File: config.mk
export PLATFORM = sky130hd
export DESIGN_NAME = block_sync
export DESIGN_NICKNAME = d
export VERILOG_FILES = /design/src/rtl/block_sync_pkg.sv /design/src/rtl/block_sync.sv
export SDC_FILE = /design/constraint.sdc
export NUM_CORES = 1
export LEC_CHECK = 0
export CELL_PAD_IN_SITES_DETAIL_PLACEMENT = 1
export CELL_PAD_IN_SITES_GLOBAL_PLACEMENT = 2
export CORE_UTILIZATION = 27
export CTS_BUF_LIST = sky130_fd_sc_hd__clkbuf_16
export CTS_CLUSTER_SIZE = 8
export DETAILED_ROUTE_END_ITERATION = 10
export PLACE_DENSITY = 0.85
export SYNTH_ARGS = -nofsm -noshare
export SYNTH_HDL_FRONTEND = slang
export SYNTH_SLANG_ARGS = --single-unit
export TNS_END_PERCENT = 30
File: constraint.sdc
create_clock -name USER_CLK -period 7.55 [get_ports USER_CLK]
set_input_delay 2.265 -clock USER_CLK [delete_from_list [all_inputs] [get_ports USER_CLK]]
set_output_delay 2.265 -clock USER_CLK [all_outputs]
set_load 0.005 [all_outputs]
File: src/rtl/block_sync_pkg.sv
// block_sync_pkg: shared Interlaken lane definitions (lock FSM states, sync header codes).
package block_sync_pkg;

    typedef enum logic [1:0] {ST_HUNT, ST_SLIP_WAIT, ST_LOCKED} state_t;

    localparam logic [1:0] SH_DATA = 2'b01;
    localparam logic [1:0] SH_CTRL = 2'b10;

    function automatic logic is_valid_sh(input logic [1:0] sh);
        return (sh == SH_DATA) || (sh == SH_CTRL);
    endfunction

endpackage

File: src/rtl/block_sync.sv
// block_sync: 64b/67b word-lock; slips the gearbox until a full window of valid sync
// headers is seen, then drops lock on too many header errors within one window.
module block_sync
    import block_sync_pkg::*;
#(
    parameter int RX_DATA_WIDTH  = 64,
    parameter int SH_CNT_MAX     = 64,
    parameter int SH_INVALID_MAX = 16,
    parameter int SLIP_WAIT      = 32
) (
    input  logic                     USER_CLK,
    input  logic                     SYSTEM_RESET,
    input  logic [RX_DATA_WIDTH-1:0] DATA_IN,
    input  logic [1:0]               HEADER_IN,
    input  logic                     DATA_IN_VALID,
    output logic [RX_DATA_WIDTH-1:0] DATA_OUT,
    output logic [1:0]               HEADER_OUT,
    output logic                     DATA_OUT_VALID,
    output logic                     RX_SLIP,
    output logic                     BLOCK_LOCK
);

    localparam int SW = $clog2(SH_CNT_MAX) + 1;
    localparam int IW = $clog2(SH_INVALID_MAX) + 1;
    localparam int WW = $clog2(SLIP_WAIT) + 1;

    state_t                   state_q, state_d;
    logic [SW-1:0]            sh_cnt_q, sh_cnt_d;
    logic [IW-1:0]            inv_cnt_q, inv_cnt_d;
    logic [WW-1:0]            wait_cnt_q, wait_cnt_d;
    logic                     slip_d, sh_ok, win_end;
    logic [RX_DATA_WIDTH-1:0] data_q;
    logic [1:0]               header_q;
    logic                     valid_q, slip_q, lock_q;

    assign sh_ok   = is_valid_sh(HEADER_IN);
    assign win_end = sh_cnt_q == SW'(SH_CNT_MAX - 1);

    always_comb begin
        state_d    = state_q;
        sh_cnt_d   = sh_cnt_q;
        inv_cnt_d  = inv_cnt_q;
        wait_cnt_d = wait_cnt_q;
        slip_d     = 1'b0;
        unique case (state_q)
            ST_HUNT: if (DATA_IN_VALID) begin
                if (!sh_ok) begin
                    slip_d     = 1'b1;
                    wait_cnt_d = '0;
                    state_d    = ST_SLIP_WAIT;
                end else if (win_end) begin
                    sh_cnt_d  = '0;
                    inv_cnt_d = '0;
                    state_d   = ST_LOCKED;
                end else begin
                    sh_cnt_d = sh_cnt_q + SW'(1);
                end
            end
            ST_SLIP_WAIT: begin
                wait_cnt_d = wait_cnt_q + WW'(1);
                if (wait_cnt_q == WW'(SLIP_WAIT - 1)) begin
                    sh_cnt_d = '0;
                    state_d  = ST_HUNT;
                end
            end
            ST_LOCKED: if (DATA_IN_VALID) begin
                // the error limit wins over the window-end clear on the same word
                if (!sh_ok && inv_cnt_q == IW'(SH_INVALID_MAX - 1)) begin
                    slip_d     = 1'b1;
                    wait_cnt_d = '0;
                    state_d    = ST_SLIP_WAIT;
                end else if (win_end) begin
                    sh_cnt_d  = '0;
                    inv_cnt_d = '0;
                end else begin
                    sh_cnt_d  = sh_cnt_q + SW'(1);
                    inv_cnt_d = inv_cnt_q + IW'(!sh_ok);
                end
            end
            default: state_d = ST_HUNT;
        endcase
    end

    always_ff @(posedge USER_CLK or posedge SYSTEM_RESET) begin
        if (SYSTEM_RESET) begin
            state_q    <= ST_HUNT;
            sh_cnt_q   <= '0;
            inv_cnt_q  <= '0;
            wait_cnt_q <= '0;
            data_q     <= '0;
            header_q   <= '0;
            valid_q    <= 1'b0;
            slip_q     <= 1'b0;
            lock_q     <= 1'b0;
        end else begin
            state_q    <= state_d;
            sh_cnt_q   <= sh_cnt_d;
            inv_cnt_q  <= inv_cnt_d;
            wait_cnt_q <= wait_cnt_d;
            data_q     <= DATA_IN;
            header_q   <= HEADER_IN;
            valid_q    <= DATA_IN_VALID && (state_d == ST_LOCKED);
            slip_q     <= slip_d;
            lock_q     <= state_d == ST_LOCKED;
        end
    end

    assign DATA_OUT       = data_q;
    assign HEADER_OUT     = header_q;
    assign DATA_OUT_VALID = valid_q;
    assign RX_SLIP        = slip_q;
    assign BLOCK_LOCK     = lock_q;

endmodule
Yosys cells after proc, flatten, opt, wreduce, memory -nomap -nowiden
Cells that the tools add are included.

Input port bits: 69. Output and inout port bits: 69. Register bits after elaboration: 89.

Equal/unequal tests: 16. Mux-type cells: 31. Reduce and logical (&&, ||, !) cells: 10. $add $sub $neg: 3.

Operator list (number): two-way mux 7 bit (6); two-way mux 5 bit (6); two-way mux 6 bit (4); case mux 7 bit (3 select lines) (1); case mux 6 bit (3 select lines) (1); != test 2 bit, second input constant (8); two-way mux 2 bit (6); AND reduction 6 bit (2); case mux 5 bit (2 select lines) (1); adder 7 x 1 -> 7 bit, second input constant (1); == test 7 x 6 -> 1 bit, second input constant (1); adder 6 x 1 -> 6 bit, second input constant (1); == test 2 bit, second input constant (3); == test 6 x 5 -> 1 bit, second input constant (1); case mux 2 bit (3 select lines) (1); adder 5 x 1 -> 5 bit (1); == test 5 x 4 -> 1 bit, second input constant (1); AND reduction 5 bit (1); == test 2 x 1 -> 1 bit, second input constant (2); two-way mux 1 bit (4); nonzero test 3 bit (1); logical AND 1 bit (2); zero test 2 bit (1); case mux 1 bit (2 select lines) (1); other kinds (3) (3).

Longest topological paths before layout
Word-level depth: 9. Gate-level depth with buffers: 7. Mapped depth without buffers: 7.

Least setup slack after synthesis
No wires, ideal clock.

Kind: input-to-reg. From: in HEADER_IN[1]. To: reg inv_cnt_q[4]. Stages on the path: 7. Required time: 7481 ps. Slack: 4069 ps. Arrival: 3412 ps. Path buffers: 0. Cells stage by stage: xor2_1 > inv_1 > ha_1 > ha_1 > nand3_1 > or4_1 > nand3_1.

Longest elaborated chain between the ends: 8.

RTL lines: start, declared (RTL line block_sync.sv:14) `input logic [1:0] HEADER_IN,`; == test 2 x 1 -> 1 bit / == test 2 bit (equally long branches) (RTL line block_sync_pkg.sv:10) `return (sh == SH_DATA) || (sh == SH_CTRL);`; logical OR 1 bit (*) (RTL line block_sync_pkg.sv:10); zero test 1 bit (RTL line block_sync.sv:68, block_sync.sv:77); adder 5 x 1 -> 5 bit (RTL line block_sync.sv:77) `inv_cnt_d = inv_cnt_q + IW'(!sh_ok);`; two-way mux 5 bit (RTL line block_sync.sv:72) `end else if (win_end) begin`; two-way mux 5 bit (RTL line block_sync.sv:68) `if (!sh_ok && inv_cnt_q == IW'(SH_INVALID_MAX - 1)) begin`; two-way mux 5 bit (RTL line block_sync.sv:66) `ST_LOCKED: if (DATA_IN_VALID) begin`; case mux 5 bit (2 select lines) (RTL line block_sync.sv:45) `unique case (state_q)`; end signal, assigned (RTL line block_sync.sv:98) `inv_cnt_q <= inv_cnt_d;`; end, declared (RTL line block_sync.sv:29) `logic [IW-1:0] inv_cnt_q, inv_cnt_d;`.

Every way passes the cells marked *; elsewhere a longest branch is shown, timed or not. The select of a mux whose other input is x is not followed. A chain may end at the register's enable or synchronous reset.

Final worst setup path
From: in HEADER_IN[1]. To: reg sh_cnt_q[2].

Longest elaborated chain between the ends: 6.

RTL lines: == test 2 x 1 -> 1 bit / == test 2 bit (equally long branches) (RTL line block_sync_pkg.sv:10); logical OR 1 bit (*) (RTL line block_sync_pkg.sv:10); zero test 1 bit (RTL line block_sync.sv:68); logical AND 1 bit (RTL line block_sync.sv:68); != test 2 bit (no source line); AND reduction 6 bit (no source line) (*); end signal, assigned (RTL line block_sync.sv:97) `sh_cnt_q <= sh_cnt_d;`; end, declared (RTL line block_sync.sv:28) `logic [SW-1:0] sh_cnt_q, sh_cnt_d;`.

Every way passes the cells marked *; elsewhere a longest branch is shown, timed or not.

==> results <==
- The flow ran to the end, and the final reports show no timing, DRC or antenna violations.
- TritonCTS built the clock tree.
- Across all hold checks on the routed design, the worst slack comes to approximately 0.5 ns.
- Sorting the synthesized cells by area gives the leading types as sky130_fd_sc_hd__dfrtp_1 78%, sky130_fd_sc_hd__nand2_1 2.1%, sky130_fd_sc_hd__ha_1 1.8%.
- The area of all sequential standard cells is about 2200 um2.
- The initialized floorplan defines 37 standard-cell rows.
- The worst-case reg-to-reg path depth is 5.
- The number of maximum-capacitance constraint violations is 0.
- The remaining max-slew budget at the tightest pin is 30.7%.
- Entering global routing, the biggest net connects roughly 70 pins.
- The number of port buffers is ~140.
- The first global-routing pass estimated between 10000 and 15000 um of wire.
- The maximum buffer depth of the clock tree is 2.
- Clock-pin slew was measured on the worst setup and hold paths at 0.06 ns.
- In this run the critical register-to-register path is captured at sh_cnt_q[2].
- The number of max-slew violations in the final report came to 0.
- The largest fanout of any net on the critical path is 12.
- After routing, the total negative slack on setup checks comes to 0 ns.
- The mean instance size in the synthesized netlist is about 15 um2.
- Wires add up to about 7300 um.
- The layout filler cell count is roughly 1100.
- The H-tree was split into 3 levels.
- In this run the worst setup path terminates at sh_cnt_q[2].
- The maximum vdd drop is slightly above 0.09 mV.
- The share of layout cells above drive strength 1 is ~5.0%.
- The count of cells resized by post-cts repair is 0.
- Synthesis produced a netlist with a net count of 262.
- The synthesized design spends more area on one cell type than any other, namely sky130_fd_sc_hd__dfrtp_1.
- For this block, the via count after detailed routing is 2011.
- Post-CTS timing repair inserted 0 buffers for setup.
- The maximum clock skew at final layout is 0.00583 ns.
- The clock latency on the worst-skew pair is around 0.33 ns.
- The reported leakage power is 1.99 nW.
- Leaving out fill and tap cells, the most frequent cells in the layout are 137 x sky130_fd_sc_hd__clkdlybuf4s50_1, 89 x sky130_fd_sc_hd__dfrtp_1, 16 x sky130_fd_sc_hd__nand2_1.
- Setup repair after global routing left no endpoint under its margin.
- The clock sink count is 89.
- The global routing met3 resource utilization is under 10%.
- Summed over its instances, the top area cell type makes up approximately 78% of the synthesized netlist area.
- Counting the buffers created by CTS gives 9.
- The worst hold-check path type is reg2reg.
- The distinct cell type count of the synthesized netlist is 37.
- The area taken by multi-input logic gates is approximately 590 um2.
- Across all register-to-register paths, the minimum setup slack is about 4.9 ns.
- The core region is between 10000 and 15000 um2.
- The leading register cell type out of synthesis is sky130_fd_sc_hd__dfrtp_1.
- Data on the critical path is required at its endpoint by ~8 ns.
- The via count normalized by instance count is about 4.3.
- The global routing met1 resource utilization is 16.4%.
- The number of setup violations in the final report is 0.
- The total count of hold-check failures in the final report came to 0.
- The final estimated routing congestion in global placement is ~0.75.
- The final antenna diode count is 0.
- In the synthesized netlist, the number of instances is about 190.
- The floorplan step defined a die boundary enclosing 11000 um2.
- Counting flops with a built-in enable in the synthesized netlist gives 0.
- The critical path endpoint category is a flip-flop.
- The part of the cycle the worst path needs is between 50% and 60%.
- The areal power density over the cells is between 200 and 250 nW/um2.
- Tracing the worst setup path back leads to its startpoint at HEADER_IN[1].
- The overall die width is around 100 um.
- The remaining antenna violation count is 0.
- The routed wire length per instance is 15.3 um.
- For the pin with the worst max-slew slack, the measured transition is just over 1 ns.
- The via count of the first global-routing pass is roughly 2200.
- Timing would allow up to 0.233 GHz.
- The violation count after the first detailed-route iteration is 50.
- The most frequent standard cell in the layout excluding fill and tap cells is sky130_fd_sc_hd__clkdlybuf4s50_1.
- The initial core utilization is 27.8%.
- After layout, the minimum clock period comes to between 4 and 5 ns.
- For this design, the CTS-stage hold fixing added 0 buffers.
- Measured along the y axis, the die boundary spans 105 um.
- Sequential cells were found to cover between 70 and 80% of the synthesized design area.
- The total routing usage reported by global routing is between 10 and 15%.
- For this run, the number of Yosys warnings is 0.
- The most utilized layer in the global route result is met2.
- The number of remaining DRC errors is 0.
- The half-perimeter wire length after detailed placement is roughly 5500 um.
- The count of state elements after synthesis is 89.
- The worst register-to-register path begins at state_q[0].
- The kind of critical path is in2reg.
- STA classifies the critical path startpoint as a primary input.
- The number of antenna violations at the first check in global routing is 0.
- The root buffer cell chosen for the clock tree is sky130_fd_sc_hd__clkbuf_16.
- The first-pass iteration count of the detailed router is 4.
- The met2 layer usage reported by global route is about a quarter.
- Of all flip-flops after synthesis, the portion carrying an async set or reset was 100%.
- Compared with the post-synthesis result, the final layout area differs by 63.0%.
- The remaining global-route overflow is 0.
- The instance count along the most critical hold path is 1.
- Pin placement for this block handled 138 I/O pins.
- The net total in the final layout is between 400 and 500.
- The data arrival time at the worst-slack endpoint is between 4 and 5 ns.
- The post-synthesis cell area is 2860 um2.
-- state kept, by name, indices dropped and copies added (netlist names) --
signal,count
BLOCK_LOCK,1
DATA_OUT,64
HEADER_OUT,2
inv_cnt_q,5
sh_cnt_q,7
DATA_OUT_VALID,1
RX_SLIP,1
wait_cnt_q,6
state_q,2
-- worst min path at each step --
stage / start / slack (ns) / end
final: sh_cnt_q[0] / 0.51 / sh_cnt_q[0]
after floorplan: sh_cnt_q[0] / 0.47 / sh_cnt_q[0]
after global routing: sh_cnt_q[0] / 0.54 / sh_cnt_q[0]
after CTS: sh_cnt_q[0] / 0.52 / sh_cnt_q[0]
after global placement: sh_cnt_q[0] / 0.48 / sh_cnt_q[0]
after detailed placement: sh_cnt_q[0] / 0.51 / sh_cnt_q[0]
-- area by class of cell --
cell class / instances / area share, %
Multi-Input combinational cell: 91 / 12.6
Timing Repair Buffer: 138 / 29.6
Tap cell: 136 / 3.65
Sequential cell: 89 / 47.8
Inverter: 4 / 0.349
Clock inverter: 6 / 1.15
Clock buffer: 9 / 4.83
-- Yosys cell counts, drive strengths merged, types with 2 or more instances --
| cell type | count |
|---|---|
| or2 | 2 |
| nand3b | 2 |
| nand3 | 8 |
| nand2 | 16 |
| nand4 | 3 |
| a31oi | 3 |
| buf | 3 |
| nor2 | 8 |
| clkbuf | 2 |
| and3 | 3 |
| dfrtp | 89 |
| a22o | 3 |
| ha | 4 |
| or4 | 2 |
| mux2i | 2 |
| o21ai | 10 |
| inv | 4 |
| xor2 | 5 |
| nor3b | 2 |
| a21boi | 2 |
| nor3 | 2 |
| a21oi | 2 |
| nor2b | 2 |
-- critical path, cell delays in order --
cell and delay (ns):
sky130_fd_sc_hd__clkdlybuf4s50_1 0.50, sky130_fd_sc_hd__xor2_1 0.28, sky130_fd_sc_hd__inv_1 0.14, sky130_fd_sc_hd__a31oi_1 0.85, sky130_fd_sc_hd__o21ai_0 0.23, sky130_fd_sc_hd__a22o_1 0.23
-- power by group --
part | internal [W] | switching, W | leakage (nW)
registers | 0.000521 | 0.0000307 | 1.07
clock network | 0.000250 | 0.000167 | 0.147
logic | 0.0000953 | 0.0000710 | 0.767
-- per-layer routing --
metal  vias up  part of all wire [%]
met5         -                     0
met2        85                    50
li1        934                     -
met3        14                   6.2
met1       978                    41
met4         0                   2.4
-- per-stage QoR --
step,total power [W],instance area (um2),util [%],worst slack [ns],instances
after floorplan,0.000630,2860,-,2.98,189
after global routing,0.00120,4660,45.3,3.09,473
after detailed placement,0.000731,4380,42.6,2.94,458
after global placement,0.000719,4380,42.6,3.05,458
after CTS,0.00115,4660,45.3,3.25,473
final,0.00113,4660,45.3,3.25,473
-- kinds of logic (layout without fill, tap and decap cells) --
logic type / count (synthesis) / after routing / synth area share (%)
muxes: 2 / 2 / 0.700
adders and majority gates: 4 / 4 / 1.75
and+or+nand+nor: 55 / 55 / 10.9
AOI/OAI and AO/OA: 25 / 25 / 5.73
buffers and inverters: 9 / 157 / 1.53
xor gates and xnor gates: 5 / 5 / 1.53
DFF: 89 / 89 / 77.9
Note: power is estimated with default switching activity, not from simulation.
